## config.mk

```make
export PLATFORM = sky130hd
export DESIGN_NAME = iter_term_ctrl
export DESIGN_NICKNAME = d
export VERILOG_FILES = /design/src/rtl/iter_term_ctrl.sv
export SDC_FILE = /design/constraint.sdc
export NUM_CORES = 1
export LEC_CHECK = 0
export BUFFER_PORTS_ARGS = -buffer_cell sky130_fd_sc_hd__clkbuf_2
export CAP_MARGIN = 40
export CORE_MARGIN = 5
export CORE_UTILIZATION = 50
export CTS_BUF_LIST = sky130_fd_sc_hd__clkbuf_8
export DETAILED_ROUTE_END_ITERATION = 6
export GPL_TIMING_DRIVEN = 0
export PLACE_DENSITY = 0.83
export SLEW_MARGIN = 20
export SYNTH_ARGS = -nofsm -noshare
export SYNTH_HDL_FRONTEND = slang
export SYNTH_SLANG_ARGS = --single-unit
```

## constraint.sdc

```tcl
create_clock -name read_clk -period 1.8 [get_ports read_clk]
set_input_delay 0.09 -clock read_clk [delete_from_list [all_inputs] [get_ports read_clk]]
set_output_delay 0.09 -clock read_clk [all_outputs]
set_load 0.01 [all_outputs]
```

## src/rtl/iter_term_ctrl.sv

```systemverilog
`default_nettype none
// ============================================================================
// Module   : iter_term_ctrl
// Purpose  : Iteration-termination controller for the LDPC decoder system
//            FSM. Counts completed decoding iterations by edge-detecting the
//            P2P_V_OUT state of sys_control_unit. Ends a frame on the
//            iteration limit or on an all-zero syndrome (early termination).
//            Reports per-frame status and running frame/failure statistics.
// Ports    :
//   read_clk        in   1       system clock (shared with sys_control_unit)
//   rstn            in   1       asynchronous active-low reset
//   fsm_state       in   4       current sys_control_unit state code
//   de_frame_start  in   1       frame-start strobe
//   syndrome_valid  in   1       syndrome check result valid this cycle
//   syndrome_zero   in   1       all parity checks satisfied
//   early_term_en   in   1       enables syndrome-based early termination
//   termination     out  1       high = stop current frame (TERM state)
//   iter_cnt        out  ITER_W  iterations completed in current frame
//   decode_done     out  1       one-cycle pulse on frame termination
//   decode_success  out  1       status of last terminated frame
//   frame_cnt       out  STAT_W  frames terminated since reset
//   fail_cnt        out  STAT_W  unsuccessful frames since reset
//   busy            out  1       frame in progress (RUN or TERM)
// Revision : 1.0 - initial release
// ============================================================================
module iter_term_ctrl #(
  parameter int         MAX_ITER     = 10,
  parameter int         ITER_W       = 4,
  parameter int         STAT_W       = 16,
  parameter logic [3:0] ST_P2P_V_OUT = 4'b1010
) (
  input  logic              read_clk,
  input  logic              rstn,
  input  logic [3:0]        fsm_state,
  input  logic              de_frame_start,
  input  logic              syndrome_valid,
  input  logic              syndrome_zero,
  input  logic              early_term_en,
  output logic              termination,
  output logic [ITER_W-1:0] iter_cnt,
  output logic              decode_done,
  output logic              decode_success,
  output logic [STAT_W-1:0] frame_cnt,
  output logic [STAT_W-1:0] fail_cnt,
  output logic              busy
);

  // Limit held one bit wider than the counter so the increment compare
  // cannot overflow even when MAX_ITER equals the counter's maximum code.
  localparam logic [ITER_W:0] MAX_ITER_EXT = (ITER_W+1)'(MAX_ITER);
  localparam logic [ITER_W:0] ONE_EXT      = (ITER_W+1)'(1);
  localparam logic [STAT_W-1:0] STAT_ONE   = STAT_W'(1);

  typedef enum logic [1:0] {
    IDLE = 2'd0,
    RUN  = 2'd1,
    TERM = 2'd2
  } state_t;

  state_t              state, state_nxt;
  logic [3:0]          prev_state;

  logic                it_done;
  logic                syn_ok;
  logic                early_exit;
  logic                limit_exit;
  logic [ITER_W:0]     iter_inc;

  logic [ITER_W-1:0]   iter_cnt_nxt;
  logic                termination_nxt;
  logic                decode_done_nxt;
  logic                decode_success_nxt;
  logic [STAT_W-1:0]   frame_cnt_nxt;
  logic [STAT_W-1:0]   fail_cnt_nxt;

  // --------------------------------------------------------------------------
  // Iteration tick: rising edge into P2P_V_OUT, so a multi-cycle visit to
  // that state still counts as a single completed iteration.
  // --------------------------------------------------------------------------
  always_ff @(posedge read_clk or negedge rstn) begin
    if (!rstn) begin
      prev_state <= 4'b0000;
    end else begin
      prev_state <= fsm_state;
    end
  end

  assign it_done    = (fsm_state == ST_P2P_V_OUT) && (prev_state != ST_P2P_V_OUT);
  assign syn_ok     = syndrome_valid && syndrome_zero;
  assign iter_inc   = {1'b0, iter_cnt} + ONE_EXT;
  assign early_exit = early_term_en && syn_ok;
  assign limit_exit = it_done && (iter_inc == MAX_ITER_EXT);

  // --------------------------------------------------------------------------
  // State and output registers
  // --------------------------------------------------------------------------
  always_ff @(posedge read_clk or negedge rstn) begin
    if (!rstn) begin
      state          <= IDLE;
      iter_cnt       <= '0;
      termination    <= 1'b0;
      decode_done    <= 1'b0;
      decode_success <= 1'b0;
      frame_cnt      <= '0;
      fail_cnt       <= '0;
    end else begin
      state          <= state_nxt;
      iter_cnt       <= iter_cnt_nxt;
      termination    <= termination_nxt;
      decode_done    <= decode_done_nxt;
      decode_success <= decode_success_nxt;
      frame_cnt      <= frame_cnt_nxt;
      fail_cnt       <= fail_cnt_nxt;
    end
  end

  // --------------------------------------------------------------------------
  // Next-state and next-output logic
  // --------------------------------------------------------------------------
  always_comb begin
    state_nxt          = state;
    iter_cnt_nxt       = iter_cnt;
    decode_done_nxt    = 1'b0;
    decode_success_nxt = decode_success;
    frame_cnt_nxt      = frame_cnt;
    fail_cnt_nxt       = fail_cnt;

    unique case (state)
      IDLE: begin
        if (de_frame_start) begin
          state_nxt    = RUN;
          iter_cnt_nxt = '0;
        end
      end

      RUN: begin
        // Count the iteration even on an exit cycle; saturate at the limit.
        if (it_done && (iter_inc <= MAX_ITER_EXT)) begin
          iter_cnt_nxt = iter_inc[ITER_W-1:0];
        end

        if (early_exit || limit_exit) begin
          // Success wins when both exits coincide; one TERM entry either way.
          state_nxt          = TERM;
          decode_done_nxt    = 1'b1;
          decode_success_nxt = early_exit;
          frame_cnt_nxt      = frame_cnt + STAT_ONE;
          if (!early_exit) begin
            fail_cnt_nxt = fail_cnt + STAT_ONE;
          end
        end else if (de_frame_start) begin
          // Mid-frame restart discards progress without closing the frame.
          iter_cnt_nxt = '0;
        end
      end

      TERM: begin
        if (de_frame_start) begin
          state_nxt    = RUN;
          iter_cnt_nxt = '0;
        end
      end

      default: begin
        state_nxt = IDLE;
      end
    endcase

    termination_nxt = (state_nxt == TERM);
  end

  assign busy = (state != IDLE);

endmodule
`default_nettype wire

```

# == Word-level counts from Yosys, hierarchy flattened ==
# Cells that the tools add are included.
# totals
input_bits,10
out_inout_bits,40
elab_cells,43
register_bits,45
# classes
n_eq_ne,7
n_mux,10
add_sub_neg,3
n_bitwise,1
n_reduce_logical,13
magnitude_cmp,1
# op_table
cell,count
"16-bit by 1-bit adder with 16-bit output, second input constant",2
4-bit 2-to-1 mux,4
4-bit case mux with 2 select lines,1
"4-bit by 1-bit adder with 5-bit output, second input constant",1
"5-bit by 4-bit equality test with 1-bit output, second input constant",1
"5-bit by 4-bit <= comparator with 1-bit output, second input constant",1
1-bit logical AND,5
"2-bit equality test, second input constant",2
"4-bit equality test, second input constant",1
2-bit 2-to-1 mux,2
"4-bit inequality test, second input constant",1
2-bit case mux with 2 select lines,1
2-bit AND reduction,2
2-bit nonzero test,2
3-bit AND reduction,1
"2-bit by 1-bit equality test with 1-bit output, second input constant",1
2-bit zero test,1
1-bit 2-to-1 mux,2
"2-bit by 1-bit inequality test with 1-bit output, second input constant",1
2-bit OR reduction,1
1-bit logical OR,1
1-bit NOT,1

# == Longest topological paths before layout ==
# logic_depth
depth_word,7
mapped_depth,9

# == Least setup slack after synthesis ==
# No wires, ideal clock.
# synth_timing
path_kind,register to register
from,reg iter_cnt[0]
to,reg state[1]
t_required_ns,1.673
synth_period_minus_slack_ns,2.039
path_slack_ns,-0.239
stages_incl_launch_ff,8
arrival_time_ns,1.912
n_path_buf,2
setup_ns,0.127
cell_sequence,dfrtp_1 -> ha_1 -> and3b_1 -> a32o_1 -> a31o_2 -> buf_2 -> buf_6 -> or2_2
# synth_via
elab_chain_len,6
# synth_lines
element,line,source
from (decl),40,"output logic [ITER_W-1:0] iter_cnt,"
from (signal assigned),108,iter_cnt <= iter_cnt_nxt;
4-bit by 1-bit adder with 5-bit output,90,"assign iter_inc = {1'b0, iter_cnt} + ONE_EXT;"
5-bit by 4-bit equality test with 1-bit output,92,assign limit_exit = it_done && (iter_inc == MAX_ITER_EXT);
1-bit logical AND,92,
1-bit logical OR,142,if (early_exit || limit_exit) begin
2-bit 2-to-1 mux,142,
2-bit case mux with 2 select lines,128,unique case (state)
named net state_nxt[1],60,"state_t state, state_nxt;"
to (signal assigned),107,state <= state_nxt;
to (decl),60,
# The timed path passes the listed nets, and every way through them passes these cells.
# A chain may end at the register's enable or synchronous reset.

# == Worst setup path in the final report ==
# layout_timing
from,reg iter_cnt[1]
to,reg fail_cnt[12]
# layout_via
elab_chain_len,5
# layout_lines
element,line,source
4-bit by 1-bit adder with 5-bit output,90,
5-bit by 4-bit equality test with 1-bit output,92,
1-bit logical AND,92,
1-bit logical OR,142,
3-bit AND reduction (no line),-,
to (signal assigned),113,fail_cnt <= fail_cnt_nxt;
to (decl),44,"output logic [STAT_W-1:0] fail_cnt,"
# Every way passes these cells.

==> results.py <==
metrics = {
    "status": {
        "status": "finished with violations",
        "failed_checks": "negative setup slack",
    },
    "sta": {
        "min_period_ns": 1.976,
        "fin_ws_ns": -0.1756,
        "tightest_slew_ns": 0.6027,
        "final-max-slew-violation-count": 0,
        "setup_viol": 29,
        "fin_crit_sh_pct": 109.8,
        "rsz0062_at_grt": "true",
        "hold_viol": 0,
        "finClkSkew_ns": 0.008205,
        "max_freq_mhz": 506.2,
        "relSlewSlack_pct": 59.82,
    },
    "global_routing": {
        "track_usage_pct": 17.86,
        "use_met3_pct": 4.272,
        "use_met1_pct": 25.21,
        "grt_pass1_wl_mm": 7.596,
        "grt.overflow.total": 0,
        "grt_pass1_vias": 1598,
        "use_met2_pct": 27.27,
        "busiest_layer": "met2",
        "antenna_found_initial": 0,
        "grt_max_degree": 46,
    },
    "setup_path": {
        "r2r_start": "iter_cnt[1]$_DFFE_PN0P_",
        "cp_data_required_time_ns": 2.02,
        "crit_fanout": 6,
        "arrival_ns": 2.20,
        "crit_path_end_kind": "flop",
        "start_kind": "flop",
        "cp-startpoint": "iter_cnt[1]$_DFFE_PN0P_",
        "setup.worst_path.class": "reg -> reg",
    },
    "flow_run": {
        "maxCapViolCount": 0,
    },
    "yosys": {
        "yosys_warnings": 0,
        "ys_seq_elements": 45,
        "synth.distinct_cells": 41,
        "syn_inst": 185,
        "synth_edf_count": 0,
        "ys_seq_area_share_pct": 53.00,
        "async_reset_ff_share_pct": 100.0,
        "synth_top_cell_by_area": "dfrtp_1",
        "yosys-top-cells-area": "dfrtp_1 53%, xnor2_1 8.2%, xor2_1 4.9%",
        "avgSynthCellArea_um2": 11.48,
        "synth_nets": 199,
        "yosysTopAreaCellShare_pct": 53.00,
        "syn_area_um2": 2125,
        "ys.flop_type": "dfrtp_1",
    },
    "die": {
        "pin_count": 50,
        "die_area_um2": 5653,
        "die_x_um": 75.19,
        "std_cell_rows": 23,
        "die_h_um": 75.19,
        "core-area_um2": 4058,
        "initial_core_util_pct": 52.36,
    },
    "clock_tree": {
        "clock_sinks": 45,
        "ctsRootBufferMaster": "clkbuf_8",
        "cts.htree.levels": 2,
        "worstSkewPairLatency_ns": 0.30,
        "cts_tree": "built",
        "cts_buffer_depth": 2,
        "cts_made_buffers": 5,
        "path_clk_slew_ns": 0.09,
    },
    "min_path": {
        "hold_class": "in -> reg",
        "min_from": "de_frame_start",
    },
    "drt": {
        "ant_nets": 0,
        "vias": 1687,
        "drtIter0Drc": 102,
        "drc": 0,
        "dr.pass1.iters": 4,
        "post_drt_wl_per_cell_um": 15.42,
        "viasPerCell": 5.460,
        "drt-total-wl_mm": 4.764,
    },
    "final_layout": {
        "layout-drive-gt1-share_pct": 42.08,
        "nNetsFinal": 272,
        "diodes": 0,
        "fillers": 280,
        "utilization_pct": 72.86,
        "syn_to_final_growth_pct": 39.16,
    },
    "placed_design": {
        "port_buffers": 49,
        "gp_congestion": 0.7667,
        "place_worst_setup_slack_ns": -0.2371,
        "dp_hpwl_mm": 3.186,
    },
    "power_and_ir_drop": {
        "powerDensity_nw_per_um2": 800.9,
        "p_leak_nw": 1.542,
        "finalPower_mw": 2.368,
        "ir_drop_mv": 0.5624,
    },
}
[report_power, final]
part           internal (mW)  leakage, nW  total [mW]  switching [mW]
Combinational          0.190        0.877       0.403           0.213
Clock                  0.447       0.0626       0.788           0.341
Sequential              1.09        0.602        1.18          0.0900
[placed cells by master (no fill, tap or decap), types with 7 or more instances in the layout]
master     n
clkbuf_2  48
buf_4      8
nand2_1    7
xor2_1    12
nor2_1     8
nand4_1   11
nand3_1   11
dfrtp_1   43
xnor2_1   19
[logic make-up (layout without fill, tap and decap cells)]
| kind of cell | count (synthesis) | after routing | share of synthesized area [%] |
|---|---|---|---|
| AND/OR/NAND/NOR | 81 | 81 | 22.97 |
| buffers and inverters | 8 | 82 | 2.178 |
| AO/OA/AOI/OAI | 12 | 12 | 4.712 |
| flip-flops | 45 | 45 | 53.00 |
| multiplexers | 3 | 3 | 1.590 |
| adder cells (fa/ha/maj) | 4 | 4 | 2.356 |
| XOR/XNOR | 32 | 32 | 13.19 |
[sequential cells by signal, summed over array words and instances (netlist names)]
name / cells
decode_done: 1
decode_success: 1
fail_cnt: 16
frame_cnt: 16
iter_cnt: 4
prev_state: 4
state: 2
termination: 1
[synthesized netlist by cell type, types with 2 or more instances]
| library cell | count |
|---|---|
| dfrtp_1 | 45 |
| xnor2_1 | 20 |
| nand3_1 | 16 |
| xor2_1 | 12 |
| nand4_1 | 11 |
| nor2_1 | 10 |
| nand2_1 | 9 |
| and3_1 | 6 |
| nor3_1 | 6 |
| clkbuf_1 | 4 |
| ha_1 | 4 |
| mux2_2 | 3 |
| nor4_2 | 3 |
| or2_2 | 3 |
| a21oi_1 | 2 |
| and2_1 | 2 |
| and4_1 | 2 |
| buf_6 | 2 |
| nand2b_1 | 2 |
| o21ai_0 | 2 |
[per-stage QoR]
| stage | hold slack, ns | cells | area, um^2 | setup TNS (ns) |
|---|---|---|---|---|
| final | 0.1250 | 309 | 2957 | -2.022 |
| after CTS | 0.1137 | 307 | 2839 | -1.085 |
| after floorplan | -0.2056 | 185 | 2188 | -0.5076 |
| after global placement | 0.2105 | 284 | 2496 | -1.827 |
| after global routing | 0.1373 | 309 | 2957 | -4.257 |
| after detailed placement | 0.1639 | 284 | 2499 | -2.406 |
[worst paths after layout]
check / to / slack (ns) / cells after the start
worst max register to register: fail_cnt[12]$_DFFE_PN0P_ / -0.18 / 8
worst max-delay path: fail_cnt[12]$_DFFE_PN0P_ / -0.18 / 8
max in group asynchronous: iter_cnt[1]$_DFFE_PN0P_ / 1.01 / 2
worst min-delay path: state[0]$_DFF_PN0_ / 0.12 / 3
min in group asynchronous: prev_state[2]$_DFF_PN0_ / 0.36 / 2
worst min register to register: fail_cnt[15]$_DFFE_PN0P_ / 0.47 / 1
[layer usage]
metal / vias to the layer above / share of wire (%)
met3: 10 / 6.1
met2: 60 / 47
met4: 0 / 1.5
li1: 808 / -
met5: - / 0
met1: 809 / 45
[worst max-delay path, cell delays in order, from the launching register on]
cell	delay, ns
dfrtp_2	0.45
inv_2	0.08
ha_4	0.13
and3b_2	0.21
a32oi_4	0.07
or3_1	0.34
buf_6	0.16
nor4_4	0.25
xor2_1	0.19
[cell type report]
class                           count  area [um^2]  share of cell area [%]
Multi-Input combinational cell    132         1159                   39.19
Sequential cell                    45         1129                   38.17
Timing Repair Buffer               67        445.4                   15.07
Tap cell                           50        62.56                   2.116
Buffer                              6        41.29                   1.397
Inverter                            1        3.754                  0.1270
Clock buffer                        6        82.58                   2.793
Clock inverter                      2        33.78                   1.143
[what timing repair did]
| item | CTS | global route |
|---|---|---|
| setup buffers | 11 | 2 |
| hold buffers | 5 | 0 |
| gates cloned | 0 | 1 |
| pin swaps | 10 | 8 |
| resized for setup | 18 | 16 |
| hold endpoints to repair | 49 | 0 |
| setup endpoints to repair | 30 | 31 |
No activity file was read; power rests on OpenSTA's default activity.
